File: src/rtl/wb_pipe_stage.sv
// MEM->WB pipeline stage with a two-entry (main + skid) buffer, valid/ready
// handshake, synchronous flush, write-enable gating and WB result select.
// The main entry always drives the WB outputs. The skid entry only ever holds
// the instruction that arrived after the one in main.
module wb_pipe_stage #(
  parameter int WIDTH   = 32,
  parameter int REG_AW  = 5,
  parameter int SKID_EN = 1
) (
  input  logic              clk,
  input  logic              rst,
  input  logic              flush,
  input  logic              in_valid,
  output logic              in_ready,
  input  logic              reg_write_m,
  input  logic [1:0]        result_src_m,
  input  logic [WIDTH-1:0]  alu_result_m,
  input  logic [WIDTH-1:0]  read_data_m,
  input  logic [REG_AW-1:0] rd_m,
  input  logic [WIDTH-1:0]  pc_plus4_m,
  output logic              out_valid,
  input  logic              out_ready,
  output logic              reg_write_w,
  output logic [REG_AW-1:0] rd_w,
  output logic [WIDTH-1:0]  result_w,
  output logic [1:0]        occupancy
);

  typedef struct packed {
    logic              rw;
    logic [1:0]        src;
    logic [WIDTH-1:0]  alu;
    logic [WIDTH-1:0]  rdat;
    logic [WIDTH-1:0]  pc4;
    logic [REG_AW-1:0] rd;
  } ent_t;

  // The encoding doubles as the entry count.
  typedef enum logic [1:0] {EMPTY = 2'd0, ONE = 2'd1, FULL = 2'd2} state_e;

  state_e state_q, state_d;
  ent_t   main_q, main_d, skid_q, skid_d, in_ent;
  logic   in_ready_q, in_ready_d;
  logic   accept, drain;

  assign in_ent = {reg_write_m, result_src_m, alu_result_m, read_data_m,
                   pc_plus4_m, rd_m};

  assign out_valid = (state_q != EMPTY);
  assign occupancy = state_q;
  assign accept    = in_valid & in_ready;
  assign drain     = out_valid & out_ready;

  // With the skid entry, ready comes straight from a flop so it does not
  // depend on out_ready. Without it, ready must look through to out_ready.
  generate
    if (SKID_EN != 0) begin : g_skid_rdy
      assign in_ready = in_ready_q;
    end else begin : g_main_rdy
      assign in_ready = ~out_valid | out_ready;
    end
  endgenerate

  // Next-state and entry steering. Flush beats accept and drain.
  always_comb begin
    state_d = state_q;
    main_d  = main_q;
    skid_d  = skid_q;
    if (flush) begin
      state_d = EMPTY;
    end else begin
      case (state_q)
        EMPTY: begin
          if (accept) begin
            state_d = ONE;
            main_d  = in_ent;
          end
        end
        ONE: begin
          if (accept && !drain) begin
            // Without a skid this cannot happen: ready implies out_ready.
            if (SKID_EN != 0) begin
              state_d = FULL;
              skid_d  = in_ent;
            end
          end else if (drain && !accept) begin
            state_d = EMPTY;
          end else if (accept && drain) begin
            main_d = in_ent;
          end
        end
        FULL: begin
          if (drain) begin
            state_d = ONE;
            main_d  = skid_q;
          end
        end
        default: state_d = EMPTY;
      endcase
    end
    in_ready_d = (state_d != FULL);
  end

  // State, registered ready and entry storage. Data holds while invalid.
  always_ff @(posedge clk or posedge rst) begin
    if (rst) begin
      state_q    <= EMPTY;
      in_ready_q <= 1'b1;
      main_q     <= '0;
      skid_q     <= '0;
    end else begin
      state_q    <= state_d;
      in_ready_q <= in_ready_d;
      main_q     <= main_d;
      skid_q     <= skid_d;
    end
  end

  // WB result select from the main entry. Codes 00 and 11 both pick the ALU.
  always_comb begin
    case (main_q.src)
      2'b01:   result_w = main_q.rdat;
      2'b10:   result_w = main_q.pc4;
      default: result_w = main_q.alu;
    endcase
  end

  assign rd_w        = main_q.rd;
  assign reg_write_w = main_q.rw & out_valid & (|main_q.rd);

endmodule

File: config.mk
export PLATFORM = sky130hd
export DESIGN_NAME = wb_pipe_stage
export DESIGN_NICKNAME = d
export VERILOG_FILES = /design/src/rtl/wb_pipe_stage.sv
export SDC_FILE = /design/constraint.sdc
export NUM_CORES = 1
export LEC_CHECK = 0
export ABC_AREA = 1
export BUFFER_PORTS_ARGS = -buffer_cell sky130_fd_sc_hd__buf_2
export CAP_MARGIN = 20
export CORE_MARGIN = 2
export CORE_UTILIZATION = 55
export CTS_CLUSTER_DIAMETER = 60
export DETAILED_ROUTE_END_ITERATION = 10
export GPL_ROUTABILITY_DRIVEN = 1
export PLACE_DENSITY = 0.88
export SLEW_MARGIN = 10
export SYNTH_ARGS = -nofsm -noshare
export SYNTH_HDL_FRONTEND = slang
export SYNTH_SLANG_ARGS = --single-unit
File: constraint.sdc
create_clock -name clk -period 7.5 [get_ports clk]
set_input_delay 1.125 -clock clk [delete_from_list [all_inputs] [get_ports clk]]
set_output_delay 1.125 -clock clk [all_outputs]
set_load 0.02 [all_outputs]
==> summary.md <==
| Metric | Value |
|---|---|
| Worst-case clock skew | `~0.011 ns` |
| Cells on worst reg2reg path | `6` |
| Hold buffers post-CTS | `0` |
| Floorplan Core Area | `roughly 0.018 mm2` |
| Element type at the critical path end | `output pin` |
| Total global-route track usage | `between 20 and 30%` |
| Setup repair after global routing missed its margin | `no` |
| Master cell of the clock root buffer | `clkbuf_16` |
| Pre-antenna DRT Iters | `9` |
| Final Routed Wirelength | `~27000 um` |
| CTS max path bufs | `3` |
| Final Util | `between 60 and 70%` |
| Critical Path Fanout Max | `33` |
| Top Ports | `~150` |
| Total number of yosys warnings | `0` |
| Layout overhead on the synthesized area | `15.4%` |
| Clock transition at the registers of the reported paths | `around 0.06 ns` |
| Syn Nets | `1419` |
| Top-area cell type share of the netlist area | `approximately 52%` |
| Share of total power in combinational logic | `approximately 27%` |
| Critical Path Source Type | `flop` |
| Max incr delay on CP | `between 0.9 and 1 ns` |
| Cell-by-cell trace of the critical path | `inv_1 > ha_1 > inv_1 > buf_16 > nor2_1 > a21oi_1 > buf_2` |
| Internal power consumption | `2.44 mW` |
| Post-synthesis cell area | `~0.01 mm2` |
| CTS tree | `done` |
| Detailed Place HPWL | `~18000 um` |
| Overall via count from detail_route | `slightly above 9000` |
| Launch point of the worst reg-to-reg path | `occupancy[1]$_DFF_PP0_` |
| Clock latency on the worst-skew pair | `roughly 0.50 ns` |
| Antenna violations before repair | `0` |
| Max_cap viols | `0` |
| Critical path launch point | `main_q[101]$_DFFE_PP0P_` |
| Pin count of the biggest net entering global routing | `approximately 160` |
| Path type of the worst min-delay path | `reg2reg` |
| Share of total power in the clock network | `between 30 and 40%` |
| Number of sinks handled by clock tree synthesis | `~210` |
| Number of remaining DRC errors | `0` |
| Drt wl/cell | `approximately 17 um` |
| Standard-cell row count | `49` |
| Syn Area/Cell | `between 7 and 8 um2` |
| Number of DRC markers after the initial detailed-route iteration | `roughly 1200` |
| Largest cells by area after synthesis | `dfrtp_1, nand2_1, a21oi_1` |
| Number of resized instances in the post-cts repair step | `0` |
| Number of buffers created by CTS | `23` |
| Data arrival time of the critical path | `roughly 3.1 ns` |
| Flop-to-flop setup slack | `about 4.8 ns` |
| Number of distinct library cells after synthesis | `20` |
| Count of final max-slew check failures | `0` |
| Fraction of layout cells with a size suffix above 1 | `around 15%` |
| Final-layout setup total negative slack | `0 ns` |
| Final Hold Violating Endpoints | `0` |
| Worst IR Drop VDD | `around 220 uV` |
| Horizontal die dimension | `between 100 and 150 um` |
| Switching part of the total power | `35.3%` |
| Post-route antenna net violation count | `0` |
| Final critical path time including I/O delays and setup | `4.22 ns` |
| Leakage power | `roughly 6.4 nW` |
| Wire length of the first global-routing pass | `around 44000 um` |
| Via count of the first global-routing pass | `8506` |
| Flip-flop and latch count after synthesis | `approximately 210` |
| Last element of the critical path | `result_w[7]` |
| Worst slew pin tran | `between 1 and 1.5 ns` |
| Sequential share of the synthesized area | `52.7%` |
| Cell type with the largest total area after synthesis | `dfrtp_1` |
| Initial standard-cell utilization of the core | `approximately 56%` |
| Outcome | `finished clean` |
| Synthesized netlist cell count | `between 1000 and 1500` |
| Final setup violation count | `0` |
| Number of inserted diodes | `0` |
| Tightest hold margin | `0.475 ns` |
| Critical Path RT | `6.38 ns` |
| Buffers inserted by post-CTS timing repair | `0` |
| Headroom to the max-slew limit | `about 22%` |
| Slowest CP cell | `ha_1` |
| NumNets Final | `approximately 1500` |
| Port bufs | `150` |
| Sequential share of power | `between 40% and 50%` |
| Final worst-path cycle share | `a little under three fifths` |
| Achievable Freq | `~240 MHz` |
| Net switching component of the power | `~1.3 mW` |
| Type of the worst setup path | `reg2out` |
| GRT Residual Overflow | `0` |
| Die Span Y | `between 100 and 150 um` |
| Power density relative to cell area | `around 330 mW/mm2` |
| Routability Congestion | `0.851` |
| Most prevalent standard cell on the critical path | `inv_1` |
| Reg-to-reg critical path endpoint | `main_q[30]$_DFFE_PP0P_` |
| Die Outline Area | `around 0.019 mm2` |
| Vias per std cell | `between 5 and 6` |
| Maximum level of the CTS H-tree | `1` |
-- layout by cell type (no fill, tap or decap) --
cell type | Yosys | layout
nand3_1 | 107 | 107
dfrtp_1 | 210 | 210
a21oi_1 | 169 | 169
inv_8 | 0 | 2
clkinvlp_4 | 0 | 2
a22oi_1 | 1 | 1
nor2_1 | 139 | 139
buf_12 | 0 | 2
nand4_1 | 1 | 1
nor2_4 | 1 | 1
clkinv_2 | 0 | 6
nor2_2 | 1 | 1
buf_8 | 0 | 1
buf_16 | 0 | 2
nand2_1 | 355 | 354
buf_4 | 13 | 6
inv_6 | 0 | 2
nand2_4 | 0 | 3
dfstp_2 | 1 | 1
buf_2 | 40 | 150
nor3_1 | 1 | 1
clkbuf_8 | 0 | 5
bufinv_16 | 0 | 2
inv_1 | 117 | 116
clkbuf_16 | 0 | 23
o21ai_0 | 104 | 104
ha_1 | 2 | 2
nand4_4 | 0 | 1
-- metal layers --
metal  GRT usage, %  up-vias  share of wire (%)
met4           14.4        0                5.4
li1               -     4327                  -
met5              0        -                  0
met2           42.1      517                 45
met3           6.25       78                8.7
met1           38.2     4317                 41
-- worst max-delay path, delay by kind of cell (launching register included) --
| kind | cells | cell delay [ns] |
|---|---|---|
| buffers and inverters | 4 | 1.04 |
| flip-flops | 1 | 0.37 |
| adder cells (fa/ha/maj) | 1 | 0.99 |
| AO/OA/AOI/OAI | 1 | 0.06 |
| AND/OR/NAND/NOR | 1 | 0.13 |
-- through the flow --
step | instance area [um2] | total power, mW | worst slack (ns) | cells
floorplan | 10000 | 2.23 | 0.611 | 1308
global placement | 10700 | 2.54 | 3.78 | 1597
CTS | 11500 | 3.73 | 3.08 | 1639
detailed placement | 10700 | 2.58 | 3.64 | 1598
global route | 11600 | 3.95 | 3.15 | 1643
finish | 11600 | 3.77 | 3.28 | 1643
-- cell usage after synthesis (all sizes together) --
cell type	n
ha	2
buf	55
nor3	1
nand2	357
dfrtp	210
o21ai	104
nor2	141
clkbuf	41
nand4	2
dfstp	1
a21oi	169
nand3	107
inv	117
a22oi	1
-- worst min path at each step --
stage                      startpoint                      to  cells after the start
3_3_place_gp   main_q[53]$_DFFE_PP0P_  main_q[53]$_DFFE_PP0P_                      2
5_1_grt        main_q[59]$_DFFE_PP0P_  main_q[59]$_DFFE_PP0P_                      2
2_1_floorplan  main_q[37]$_DFFE_PP0P_  main_q[37]$_DFFE_PP0P_                      2
3_5_place_dp   main_q[45]$_DFFE_PP0P_  main_q[45]$_DFFE_PP0P_                      2
4_1_cts        main_q[45]$_DFFE_PP0P_  main_q[45]$_DFFE_PP0P_                      2
6_report        main_q[5]$_DFFE_PP0P_   main_q[5]$_DFFE_PP0P_                      2
-- registers in the layout, indices dropped and copies added, names as in the netlist --
| register | cells |
|---|---|
| in_ready | 1 |
| occupancy | 2 |
| rd_w | 5 |
| skid_q | 104 |
| main_q | 99 |
-- power by group through the flow --
| stage | Clock [mW] | Combinational [mW] | Sequential [mW] |
|---|---|---|---|
| after floorplan | 0 | 0.675 | 1.55 |
| after global placement | 0 | 0.942 | 1.60 |
| after detailed placement | 0 | 0.975 | 1.60 |
| after CTS | 1.16 | 0.983 | 1.59 |
| after global routing | 1.21 | 1.11 | 1.63 |
| final | 1.15 | 1.01 | 1.60 |
-- cell type report --
cell class,count,area [um2]
timing repair buffer,161,906
sequential,211,5280
tap,229,287
multi-input combinational,884,3870
fill,1426,6330
clock buffer,28,644
inverter,117,447
clock inverter,13,134
-- logic make-up after synthesis --
| group | after synthesis | share of synthesized area (%) |
|---|---|---|
| buf+inv | 213 | 8.96 |
| fa+ha+maj | 2 | 0.250 |
| flops | 211 | 52.7 |
| simple gates | 608 | 24.4 |
| compound gates | 274 | 13.7 |
No activity file was read; power rests on OpenSTA's default activity.
